<file path="src/rtl/gpio_ctrl_apb_master.sv">
// APB4 requester: turns single-beat valid/ready commands into APB transfers toward
// the GPIO controller CSR space and returns read data / error on a response channel.
module gpio_ctrl_apb_master #(
  parameter int TIMEOUT_CYCLES = 256
) (
  input  logic        clk,
  input  logic        rst,
  // command channel
  input  logic        req_valid,
  output logic        req_ready,
  input  logic        req_write,
  input  logic [9:0]  req_addr,
  input  logic [31:0] req_wdata,
  input  logic [3:0]  req_strb,
  // response channel
  output logic        rsp_valid,
  input  logic        rsp_ready,
  output logic [31:0] rsp_rdata,
  output logic        rsp_err,
  output logic        rsp_timeout,
  // APB requester port
  output logic [9:0]  paddr,
  output logic        pwrite,
  output logic        psel,
  output logic        penable,
  output logic [3:0]  pstrb,
  output logic [31:0] pwdata,
  input  logic [31:0] prdata,
  input  logic        pready,
  input  logic        pslverr
);

  localparam logic [1:0] IDLE   = 2'd0;
  localparam logic [1:0] SETUP  = 2'd1;
  localparam logic [1:0] ACCESS = 2'd2;
  localparam logic [1:0] RESP   = 2'd3;

  localparam int CW = ($clog2(TIMEOUT_CYCLES + 1) < 1) ? 1 : $clog2(TIMEOUT_CYCLES + 1);
  localparam logic [CW-1:0] CNT_LAST = CW'(TIMEOUT_CYCLES - 1);
  localparam bit TIMEOUT_EN = (TIMEOUT_CYCLES != 0);

  logic [1:0]    state;
  logic [CW-1:0] wait_cnt;
  logic          accept;
  logic          timeout_hit;

  // NOTE: psel/penable/req_ready/rsp_valid decode straight from state, so the
  // async reset drops the bus select immediately instead of at the next edge.
  assign req_ready   = (state == IDLE);
  assign psel        = (state == SETUP) || (state == ACCESS);
  assign penable     = (state == ACCESS);
  assign rsp_valid   = (state == RESP);
  assign accept      = req_valid && req_ready;
  assign timeout_hit = TIMEOUT_EN && (wait_cnt == CNT_LAST);

  always_ff @(posedge clk or posedge rst) begin
    if (rst) begin
      state <= IDLE;
    end else begin
      case (state)
        IDLE:    if (accept) state <= SETUP;
        SETUP:   state <= ACCESS;
        ACCESS:  if (pready || timeout_hit) state <= RESP;
        RESP:    if (rsp_ready) state <= IDLE;
        default: state <= IDLE;
      endcase
    end
  end

  // Command registers double as the APB address/data phase; reads carry no strobes or data.
  always_ff @(posedge clk or posedge rst) begin
    if (rst) begin
      paddr  <= '0;
      pwrite <= 1'b0;
      pstrb  <= '0;
      pwdata <= '0;
    end else if (accept) begin
      paddr  <= req_addr;
      pwrite <= req_write;
      pstrb  <= req_write ? req_strb  : 4'h0;
      pwdata <= req_write ? req_wdata : 32'h0;
    end
  end

  // Wait counter saturates so a disabled timeout never wraps.
  always_ff @(posedge clk or posedge rst) begin
    if (rst) begin
      wait_cnt <= '0;
    end else if (accept) begin
      wait_cnt <= '0;
    end else if ((state == ACCESS) && !pready && !timeout_hit && (wait_cnt != '1)) begin
      wait_cnt <= wait_cnt + CW'(1);
    end
  end

  // pready wins over a coincident timeout.
  always_ff @(posedge clk or posedge rst) begin
    if (rst) begin
      rsp_rdata   <= '0;
      rsp_err     <= 1'b0;
      rsp_timeout <= 1'b0;
    end else if (state == ACCESS) begin
      if (pready) begin
        rsp_rdata   <= pwrite ? 32'h0 : prdata;
        rsp_err     <= pslverr;
        rsp_timeout <= 1'b0;
      end else if (timeout_hit) begin
        rsp_rdata   <= 32'h0;
        rsp_err     <= 1'b1;
        rsp_timeout <= 1'b1;
      end
    end
  end

endmodule
</file>
<file path="config.mk">
export PLATFORM = sky130hd
export DESIGN_NAME = gpio_ctrl_apb_master
export DESIGN_NICKNAME = d
export VERILOG_FILES = /design/src/rtl/gpio_ctrl_apb_master.sv
export SDC_FILE = /design/constraint.sdc
export NUM_CORES = 1
export LEC_CHECK = 0
export CAP_MARGIN = 40
export CORE_AREA = 10 10 103 105
export CTS_CLUSTER_DIAMETER = 100
export CTS_CLUSTER_SIZE = 14
export DETAILED_ROUTE_END_ITERATION = 10
export DIE_AREA = 0 0 113 115
export PLACE_DENSITY = 0.93
export SETUP_SLACK_MARGIN = 0.15
export SLEW_MARGIN = 20
export SYNTH_ARGS = -nofsm -noshare
export SYNTH_HDL_FRONTEND = slang
export SYNTH_SLANG_ARGS = --single-unit
</file>
<file path="constraint.sdc">
create_clock -name clk -period 5.1 [get_ports clk]
set_clock_uncertainty 0.05 [all_clocks]
set_input_delay 1.53 -clock clk [delete_from_list [all_inputs] [get_ports clk]]
set_output_delay 1.53 -clock clk [all_outputs]
set_load 0.05 [all_outputs]
</file>
==> summary.txt <==
STA
  • Min cycle time layout: approximately 3.6 ns
  • Final Hold Vio Count: 0
  • Max-slew headroom: ~53%
  • RSZ-0062 raised after global routing: no
  • Period utilization: between 70% and 80%
  • Worst Setup Slack, final: 1.461 ns
  • Setup TNS after final layout: 0 ns
  • Hold Slack: 0.4225 ns
  • Final Max Tran Viols: 0
  • Max Fclk: 0.2748 GHz
  • Slew @ Worst Pin: 0.7099 ns
  • Final setup vio count: 0

Floorplan
  • Die H: 115 um
  • Core area: roughly 8600 um2
  • Chip width: around 110 um
  • Total Die Area: 13000 um2
  • Number of I/O pins: 170
  • FP Rows: 34
  • Starting Density: 44.19%

CTS
  • Total CTS buffers: 9
  • Post-CTS Hold Buffers: 0
  • Clk root buf: clkbuf_8
  • Clock Latency Late Sink: around 0.35 ns
  • Post-CTS Setup Inserts: 0
  • H-tree Lvls: 3
  • Clock slew at reported path FFs: 0.10 ns
  • Clk sinks: 92
  • CTS tree: built
  • CTS Buffer Depth: 2
  • Post-CTS Resized: 0

Route
  • Post-detailed-route wirelength per cell: 16.79 um
  • Post-route DRC: 0
  • Drt pass-1 iters: 6
  • Vias per Instance: 5.075
  • Via count: 3507
  • Post-route ant nets: 0
  • 1st-iter DRT viols: 219
  • Final WL: 11.60 mm

Status
  • Outcome: finished clean

Power
  • Power Dens Cells: 683.7 nW/um2
  • Static Leak: 2.681 nW
  • Max IR drop VDD: 339.1 uV

Yosys
  • Yosys warns: 0
  • Syn_nets: 509
  • Unique cell type count in the Yosys netlist: 28
  • Dominant cells by area after synthesis: dfrtp_1, nand2_1, nand3_1, o21ai_0, clkbuf_1
  • Mean Syn Cell Area: 9.040 um2
  • Flops & latches, synth: 92
  • Most common library cells after synthesis: nand2_1, dfrtp_1, nand3_1
  • Main synth FF type: dfrtp_1
  • Post-synth top area share: 60.93%
  • Number of synthesized flops with an enable pin: 0
  • Register area share after synthesis: roughly three fifths
  • Post-Syn Instances: between 400 and 500
  • Synth area leader: dfrtp_1
  • Ys async rst share: 100.0%
  • Mapped Area: 3779 um2
  • Most frequent cell after synthesis: nand2_1

Setup path
  • Crit path kind: register to output pin
  • Crit start category: register
  • CP Data Required Time: 3.52 ns
  • Crit path arrival time: 2.06 ns
  • Worst Path Max Fanout: 6
  • CP Capture Type: output pin

Run
  • Max Cap Violations: 0

Global route
  • Total GRT Usage: roughly 18%
  • Pin count of the biggest net entering global routing: 69
  • Met2 Resource Use GR: 28.15%
  • Busiest grt layer: met2
  • Vias in the first global route: 3558
  • First-pass GRT wire length: approximately 18 mm
  • Congestion Overflow GR: 0
  • Antenna violations before repair: 0
  • Met1 GRT Util: around a fifth
  • Met3 GRT Util: 8.906%

Place
  • Pre-CTS setup slack: ~1.4 ns
  • Final GP Congestion: approximately 0.83
  • Detail Placement HPWL: 8.975 mm
  • Number of buffers added on ports: 169

Layout
  • Antenna diode count: 0
  • Synth-to-Final Area Change: 53.08%
  • Fill cells: 654
  • Nets: 669
  • Share of layout cells above drive strength 1: 4.974%

Hold path
  • Hold WC Path Type: register to register
==> worst max-delay path, stage by stage, from the launching register on <==
cell and delay [ns]:
dfrtp_1 0.41, inv_1 0.10, ha_1 0.31, clkdlybuf4s50_1 0.88
==> kinds of logic after synthesis <==
group	count (synthesis)	share of synthesized area, %
buf+inv	34	3.411
simple gates	234	25.89
compound gates	49	6.987
fa+ha+maj	6	1.987
xor+xnor	1	0.2318
flops	92	60.93
mux	2	0.5629
==> area by class of cell <==
cell class | count | area [um2] | area share, %
sequential | 92 | 2302 | 39.80
clock buffer | 9 | 123.9 | 2.141
tap | 108 | 135.1 | 2.336
inverter | 7 | 27.53 | 0.4759
multi-input combinational | 292 | 1368 | 23.64
timing repair buffer | 176 | 1762 | 30.46
clock inverter | 7 | 66.31 | 1.146
==> sequential cells by signal (all words and copies together) (netlist names) <==
register and count:
paddr 10, pstrb 4, pwdata 32, pwrite 1
rsp_err 1, rsp_rdata 32, rsp_timeout 1, state 2
wait_cnt 9
==> metal layers <==
| metal | wire length, um | part of all wire [%] |
|---|---|---|
| met2 | 5446 | 47 |
| met4 | 185 | 1.6 |
| met1 | 4562 | 39 |
| met3 | 1406 | 12 |
| met5 | 0 | 0 |
==> through the flow <==
step | instance area [um2] | total power, mW | util, % | instances
after floorplan | 3779 | 2.660 | - | 418
after global placement | 5549 | 3.436 | 64.90 | 672
after detailed placement | 5574 | 3.518 | 65.19 | 674
after CTS | 5764 | 3.993 | 67.41 | 690
after global routing | 5784 | 4.173 | 67.65 | 691
final | 5784 | 3.954 | 67.65 | 691
==> report_power, final <==
group,internal (mW),total [mW],leakage (nW),switching (mW)
combinational,0.717,2.29,1.38,1.57
clock,0.190,0.471,0.0982,0.281
sequential,1.02,1.19,1.21,0.171
==> worst paths after layout <==
check | start | endpoint | slack [ns] | cells past startpoint
max in group asynchronous | rst | pstrb[1]$_DFFE_PP0P_ | 2.89 | 4
worst max register to register | wait_cnt[0]$_DFFE_PP0P_ | wait_cnt[6]$_DFFE_PP0P_ | 2.43 | 6
worst min-delay path | pwdata[25]$_DFFE_PP0P_ | pwdata[25]$_DFFE_PP0P_ | 0.42 | 2
min in group asynchronous | rst | paddr[3]$_DFFE_PP0P_ | 1.30 | 2
worst min register to register | pwdata[25]$_DFFE_PP0P_ | pwdata[25]$_DFFE_PP0P_ | 0.42 | 2
worst max-delay path | state[0]$_DFFE_PP0P_ | penable | 1.46 | 3
==> layout by cell type (no fill, tap or decap), types with 4 or more instances in the layout <==
cell	count
o21ai_0	36
inv_1	6
a21oi_1	6
clkdlybuf4s50_1	168
clkbuf_8	9
dfrtp_1	92
nand3_1	40
nand2_1	177
ha_1	6
buf_4	4
(Power assumes the default switching activity.)
